### src/rtl/spi_ctrl_pkg.sv
// Shared definitions for the SPI command sequencer.
//   - 4-bit opcode constants carried in word[15:12]
//   - sequencer state encoding
//   - 2-bit error codes reported on err_code
package spi_ctrl_pkg;

  localparam logic [3:0] OP_NOP   = 4'd0;
  localparam logic [3:0] OP_WRITE = 4'd1;
  localparam logic [3:0] OP_BURST = 4'd2;
  localparam logic [3:0] OP_CLEAR = 4'd3;

  typedef enum logic [1:0] {
    ST_IDLE  = 2'd0,
    ST_CMD   = 2'd1,
    ST_BURST = 2'd2,
    ST_CLEAR = 2'd3
  } state_t;

  localparam logic [1:0] ERR_NONE    = 2'd0;
  localparam logic [1:0] ERR_OPCODE  = 2'd1;
  localparam logic [1:0] ERR_ABORT   = 2'd2;
  localparam logic [1:0] ERR_OVERRUN = 2'd3;

endpackage

### src/rtl/spi_cmd_ctrl.sv
// Command sequencer behind the 16-bit SPI SIPO. Turns received words into
// register-bank writes (single, burst, bulk clear) and reports completion
// and the first frame error.
//   clk, rst        : clock, async active-high reset
//   ss              : slave select, active-low, synchronous to clk
//   word/word_ready : SIPO word and its valid level
//   wr_en/wr_addr/wr_data : register-bank write port (one strobe per write)
//   busy            : burst or clear in progress
//   cmd_done        : one-cycle completion pulse
//   err/err_code    : first error of the current frame (sticky)
//   cmd_count       : completed commands, wraps at 8 bits
module spi_cmd_ctrl
  import spi_ctrl_pkg::*;
#(
  parameter  int NUM_REGS = 16,
  parameter  int DATA_W   = 8,
  localparam int ADDR_W   = $clog2(NUM_REGS)
) (
  input  logic              clk,
  input  logic              rst,
  input  logic              ss,
  input  logic [15:0]       word,
  input  logic              word_ready,
  output logic              wr_en,
  output logic [ADDR_W-1:0] wr_addr,
  output logic [DATA_W-1:0] wr_data,
  output logic              busy,
  output logic              cmd_done,
  output logic              err,
  output logic [1:0]        err_code,
  output logic [7:0]        cmd_count
);

  localparam logic [ADDR_W-1:0] LAST_IDX = ADDR_W'(NUM_REGS - 1);

  state_t              state_q, state_d;
  logic                ss_q, rdy_q;
  logic [ADDR_W-1:0]   ptr_q, ptr_d;   // burst address / clear index
  logic [3:0]          rem_q, rem_d;   // burst words still expected
  logic                wr_en_q, wr_en_d;
  logic [ADDR_W-1:0]   wr_addr_q, wr_addr_d;
  logic [DATA_W-1:0]   wr_data_q, wr_data_d;
  logic                busy_q, busy_d;
  logic                done_q, done_d;
  logic                err_q, err_d;
  logic [1:0]          err_code_q, err_code_d;
  logic [7:0]          cnt_q, cnt_d;
  logic                err_set;
  logic [1:0]          err_val;

  logic                ss_fall, word_ev;
  logic [3:0]          op, cmd_addr, burst_n;
  logic [DATA_W-1:0]   din;

  assign ss_fall  = ss_q & ~ss;
  assign word_ev  = word_ready & ~rdy_q;   // a held level never re-triggers
  assign op       = word[15:12];
  assign cmd_addr = word[11:8];
  assign burst_n  = word[3:0];
  assign din      = word[DATA_W-1:0];

  // ---------------- state register ----------------
  always_ff @(posedge clk or posedge rst) begin
    if (rst) begin
      state_q    <= ST_IDLE;
      ss_q       <= 1'b0;
      rdy_q      <= 1'b0;
      ptr_q      <= '0;
      rem_q      <= '0;
      wr_en_q    <= 1'b0;
      wr_addr_q  <= '0;
      wr_data_q  <= '0;
      busy_q     <= 1'b0;
      done_q     <= 1'b0;
      err_q      <= 1'b0;
      err_code_q <= ERR_NONE;
      cnt_q      <= '0;
    end else begin
      state_q    <= state_d;
      ss_q       <= ss;
      rdy_q      <= word_ready;
      ptr_q      <= ptr_d;
      rem_q      <= rem_d;
      wr_en_q    <= wr_en_d;
      wr_addr_q  <= wr_addr_d;
      wr_data_q  <= wr_data_d;
      busy_q     <= busy_d;
      done_q     <= done_d;
      err_q      <= err_d;
      err_code_q <= err_code_d;
      cnt_q      <= cnt_d;
    end
  end

  // ---------------- next state ----------------
  always_comb begin
    state_d = state_q;
    ptr_d   = ptr_q;
    rem_d   = rem_q;
    unique case (state_q)
      ST_IDLE: if (ss_fall) state_d = ST_CMD;
      ST_CMD: begin
        if (word_ev) begin
          if (op == OP_BURST && burst_n != 4'd0) begin
            state_d = ST_BURST;
            rem_d   = burst_n;
            ptr_d   = ADDR_W'(cmd_addr);
          end else if (op == OP_CLEAR) begin
            state_d = ST_CLEAR;
            ptr_d   = '0;
          end
        end
        // The word of this cycle is handled first; a clear it starts still
        // runs to completion before the frame closes.
        if (ss && state_d != ST_CLEAR) state_d = ST_IDLE;
      end
      ST_BURST: begin
        if (word_ev) begin
          ptr_d = ptr_q + ADDR_W'(1);
          rem_d = rem_q - 4'd1;
          if (rem_q == 4'd1) state_d = ST_CMD;
        end
        if (ss) state_d = ST_IDLE;
      end
      ST_CLEAR: begin
        ptr_d = ptr_q + ADDR_W'(1);
        if (ptr_q == LAST_IDX) state_d = ss ? ST_IDLE : ST_CMD;
      end
      default: state_d = ST_IDLE;
    endcase
  end

  // ---------------- outputs ----------------
  always_comb begin
    wr_en_d   = 1'b0;
    wr_addr_d = wr_addr_q;
    wr_data_d = wr_data_q;
    done_d    = 1'b0;
    err_set   = 1'b0;
    err_val   = ERR_NONE;
    unique case (state_q)
      ST_IDLE: ;
      ST_CMD: begin
        if (word_ev) begin
          case (op)
            OP_NOP: done_d = 1'b1;
            OP_WRITE: begin
              wr_en_d   = 1'b1;
              wr_addr_d = ADDR_W'(cmd_addr);
              wr_data_d = din;
              done_d    = 1'b1;
            end
            OP_BURST: begin
              if (burst_n == 4'd0) begin
                err_set = 1'b1;
                err_val = ERR_OPCODE;
              end else if (ss) begin
                // burst opened and frame closed in the same cycle
                err_set = 1'b1;
                err_val = ERR_ABORT;
              end
            end
            OP_CLEAR: ;
            default: begin
              err_set = 1'b1;
              err_val = ERR_OPCODE;
            end
          endcase
        end
      end
      ST_BURST: begin
        if (word_ev) begin
          wr_en_d   = 1'b1;
          wr_addr_d = ptr_q;
          wr_data_d = din;
          done_d    = (rem_q == 4'd1);
        end
        // a word that completes the burst beats a simultaneous ss rise
        if (ss && !(word_ev && rem_q == 4'd1)) begin
          err_set = 1'b1;
          err_val = ERR_ABORT;
        end
      end
      ST_CLEAR: begin
        wr_en_d   = 1'b1;
        wr_addr_d = ptr_q;
        wr_data_d = '0;
        done_d    = (ptr_q == LAST_IDX);
        if (word_ev) begin
          err_set = 1'b1;
          err_val = ERR_OVERRUN;
        end
      end
      default: ;
    endcase

    // busy tracks the clear writes exactly, and the burst state for bursts
    busy_d = (state_q == ST_CLEAR) || (state_d == ST_BURST);

    // clear at frame start, then keep only the first error of the frame
    err_d      = ss_fall ? 1'b0 : err_q;
    err_code_d = ss_fall ? ERR_NONE : err_code_q;
    if (err_set && !err_d) begin
      err_d      = 1'b1;
      err_code_d = err_val;
    end

    cnt_d = cnt_q + {7'd0, done_d};
  end

  assign wr_en     = wr_en_q;
  assign wr_addr   = wr_addr_q;
  assign wr_data   = wr_data_q;
  assign busy      = busy_q;
  assign cmd_done  = done_q;
  assign err       = err_q;
  assign err_code  = err_code_q;
  assign cmd_count = cnt_q;

endmodule
### config.mk
export PLATFORM = sky130hd
export DESIGN_NAME = spi_cmd_ctrl
export DESIGN_NICKNAME = d
export VERILOG_FILES = /design/src/rtl/spi_ctrl_pkg.sv /design/src/rtl/spi_cmd_ctrl.sv
export SDC_FILE = /design/constraint.sdc
export NUM_CORES = 1
export LEC_CHECK = 0
export ABC_CLOCK_PERIOD_IN_PS = 3700
export CELL_PAD_IN_SITES_DETAIL_PLACEMENT = 0
export CELL_PAD_IN_SITES_GLOBAL_PLACEMENT = 1
export CORE_UTILIZATION = 42
export CTS_BUF_LIST = sky130_fd_sc_hd__clkbuf_4 sky130_fd_sc_hd__clkbuf_8
export DETAILED_ROUTE_END_ITERATION = 10
export PLACE_DENSITY = 0.89
export SLEW_MARGIN = 20
export SYNTH_ARGS = -nofsm -noshare
export SYNTH_HDL_FRONTEND = slang
export SYNTH_SLANG_ARGS = --single-unit
### constraint.sdc
create_clock -name clk -period 3.7 [get_ports clk]
set_input_delay 1.11 -clock clk [delete_from_list [all_inputs] [get_ports clk]]
set_output_delay 1.11 -clock clk [all_outputs]
set_load 0.02 [all_outputs]
==> results.cfg <==
[outcome]
status = finished clean

[sta]
final-hold-violation-count = 0
setup_violations = 0
min_period_ps = 3150
fin_crit_sh = 0.852
rsz0062_at_grt = no
skew_ps = 6.30
worstMarginPinSlew_ps = 620
max_freq_mhz = 317
drv_slew = 0
relSlewSlack = 0.585
setup_tns_ps = 0

[clock_network]
cts_resized = 0
clockBufferDepth = 2
cts_hold_buf = 0
cts_buffers = 5
cts_root_buffer = clkbuf_8
cts_setup_buffers = 0
htreeDepth = 2
clkLatencyLatePin_ps = 300
clk_pin_slew_worst_paths_ps = 70
cts_tree = yes
cts_num_sinks = 38

[pwr]
total_power_mw = 1.47
pwr-share-seq = 0.416
p_clk_frac = 0.203
internal-power_mw = 0.950
peakVddDrop_v = 0.000206
power.switching_mw = 0.520
p_per_area_nw_per_um2 = 545
p_leak_nw = 1.19
p_sw_frac = 0.354
comb_power_share = 0.381

[synthesis]
syn-num-nets = 248
synth_top_area_share = 0.462
syn_area_um2 = 2060
synth-edff-count = 0
postSynthCellCount = 219
async_flop_share = 1.00
syn_area_per_cell_um2 = 9.40
yosys_warnings = 0
synth.largest_area_cell = dfrtp_1
ys_seq_elements = 38
ys_seq_area_frac = 0.462
synth.area.top_cells = dfrtp_1 (46%), ha_1 (5.5%), o21ai_0 (5.1%)
synthDistinctLibCells = 47
synthFlopType = dfrtp_1

[routing]
first_iter_violations = 127
drt-total-wl_um = 4450
firstDrtPassIters = 4
vias_per_cell = 5.36
drt.antenna.violating_nets = 0
wl_per_cell_um = 13.3
drc = 0
vias = 1794

[floorplanning]
design.die.area_um2 = 5180
num_rows = 25
start_util = 0.436
core-area_um2 = 4720
die_x_um = 72.0
fp.dieH_um = 72.0
io_pins = 46

[worst_setup_path]
crit_family = simple AND/OR/NAND/NOR gates
required_ps = 3890
critPathMostFrequentCell = nand3_1
worstSetupPathType = in2reg
cp.arrival_ps = 3340
crit_fanout = 6
cp_cell_sequence = clkdlybuf4s50_1 > nor3_1 > mux2_2 > nand3_1 > a21oi_1 > ha_1 > and3_1 > nand3_1 > or2_2 > xnor2_1
start_kind = input port
crit_buf_inv = 1
cpMaxStageDelayCell = clkdlybuf4s50_1
cp-end-kind = register
slowest_delay_ps = 500

[layout]
diodes = 0
multi_input_area_um2 = 1040
layout.nets = 296
nFillCells = 429
ff_latch_area_um2 = 951
syn2layout_area_growth_pct = 31.1
final_layout_size_suffix_gt1_frac = 0.0784

[global_route]
antenna_found_initial = 0
track_usage = 0.189
grt_overflow = 0
grt_start_max_net_pins = 39
grt_pass1_vias = 1608
grt_pass1_wl_um = 7480

[flow_run]
cap_viol_max_count = 0

[worst_hold_path]
hold_class = reg2reg

[placement]
gp_congestion = 0.840
post-dp-hpwl_um = 3160
port_buffers = 45
[power groups by stage]
stage / clock network (mW) / logic (mW) / registers, mW
2_1_floorplan: 0 / 0.211 / 0.710
5_1_grt: 0.327 / 0.619 / 0.629
3_5_place_dp: 0 / 0.563 / 0.621
4_1_cts: 0.311 / 0.565 / 0.612
3_3_place_gp: 0 / 0.556 / 0.618
6_report: 0.299 / 0.559 / 0.612
[worst paths after layout]
check                                   from           end  slack (ps)  cells past startpoint
worst max register to register      rem_q[1]  cmd_count[7]        1080                     11
min in group asynchronous                rst    wr_data[4]        1230                      3
max in group asynchronous                rst      cmd_done        2140                      3
worst min register to register  cmd_count[7]  cmd_count[7]         470                      1
worst min-delay path            cmd_count[7]  cmd_count[7]         470                      1
worst max-delay path                word[13]  cmd_count[7]         550                     10
[cell type report]
cell class                 count  share of cell area
timing repair buffer          51               0.184
clock buffer                   7              0.0334
clock inverter                 1             0.00185
sequential                    38               0.352
inverter                       9              0.0125
multi-input combinational    162               0.385
tap                           67              0.0311
[registers in the layout (all words and copies together) (netlist names), 2 cells and up]
register / count
ptr_q: 4
wr_data: 8
cmd_count: 8
state_q: 2
err_code: 2
rem_q: 4
wr_addr: 4
[placed cells by master, fill, tap and decap left out, types with 2 or more instances in the layout]
| cell | synthesis | final |
|---|---|---|
| or2_2 | 2 | 2 |
| clkbuf_8 | 0 | 6 |
| nor2b_1 | 2 | 2 |
| mux2i_1 | 4 | 4 |
| a31oi_1 | 4 | 4 |
| and2_1 | 2 | 2 |
| o211ai_1 | 3 | 3 |
| nand3_1 | 12 | 12 |
| clkdlybuf4s50_1 | 0 | 45 |
| a21o_1 | 2 | 2 |
| nor2_1 | 6 | 6 |
| xor2_1 | 2 | 2 |
| dfrtp_1 | 38 | 38 |
| nand2b_1 | 12 | 12 |
| ha_1 | 9 | 9 |
| nand3b_1 | 2 | 2 |
| nor3b_1 | 2 | 2 |
| buf_4 | 0 | 6 |
| xnor2_1 | 4 | 4 |
| inv_1 | 9 | 9 |
| a21oi_1 | 11 | 11 |
| a2bb2oi_1 | 2 | 2 |
| nand4_1 | 4 | 4 |
| o21ai_0 | 21 | 21 |
| nand2_1 | 25 | 25 |
| a21boi_0 | 2 | 2 |
| o31ai_1 | 3 | 3 |
| nor3_1 | 3 | 3 |
| and3_1 | 4 | 4 |
[cell usage after synthesis (2+ instances only)]
library cell  number
a21boi_0           2
a21o_1             2
a21oi_1           11
a2bb2oi_1          2
a31oi_1            4
and2_1             2
and3_1             4
buf_2              3
clkbuf_1           7
dfrtp_1           38
ha_1               9
inv_1              9
mux2i_1            4
nand2_1           25
nand2b_1          12
nand3_1           12
nand3b_1           2
nand4_1            4
nor2_1             6
nor2b_1            2
nor3_1             3
nor3b_1            2
o211ai_1           3
o21ai_0           21
o31ai_1            3
or2_2              2
xnor2_1            4
xor2_1             2
[metrics by stage]
step                area, um2  instances  setup slack (ps)  hold slack [ps]  utilization
floorplan                2060        219               906              497            -
global placement         2600        327               295              461        0.551
detailed placement       2600        327               264              469        0.551
CTS                      2700        335               588              479        0.571
global route             2700        335               484              485        0.571
finish                   2700        335               546              469        0.571
[routing by layer]
layer	GRT usage	share of wire	routed length [um]	vias up
met4	0.0850	0.019	86	0
li1	-	-	-	886
met3	0.0417	0.041	181	6
met2	0.286	0.46	2030	44
met1	0.261	0.48	2150	858
met5	0	0	0	-
[cell families after synthesis]
logic type	count (synthesis)	synth area share
buf+inv	19	0.0365
simple gates	79	0.199
fa+ha+maj	9	0.0547
flops	38	0.462
xor+xnor	6	0.0255
mux	5	0.0249
compound gates	63	0.198
Note: power is estimated with default switching activity, not from simulation.
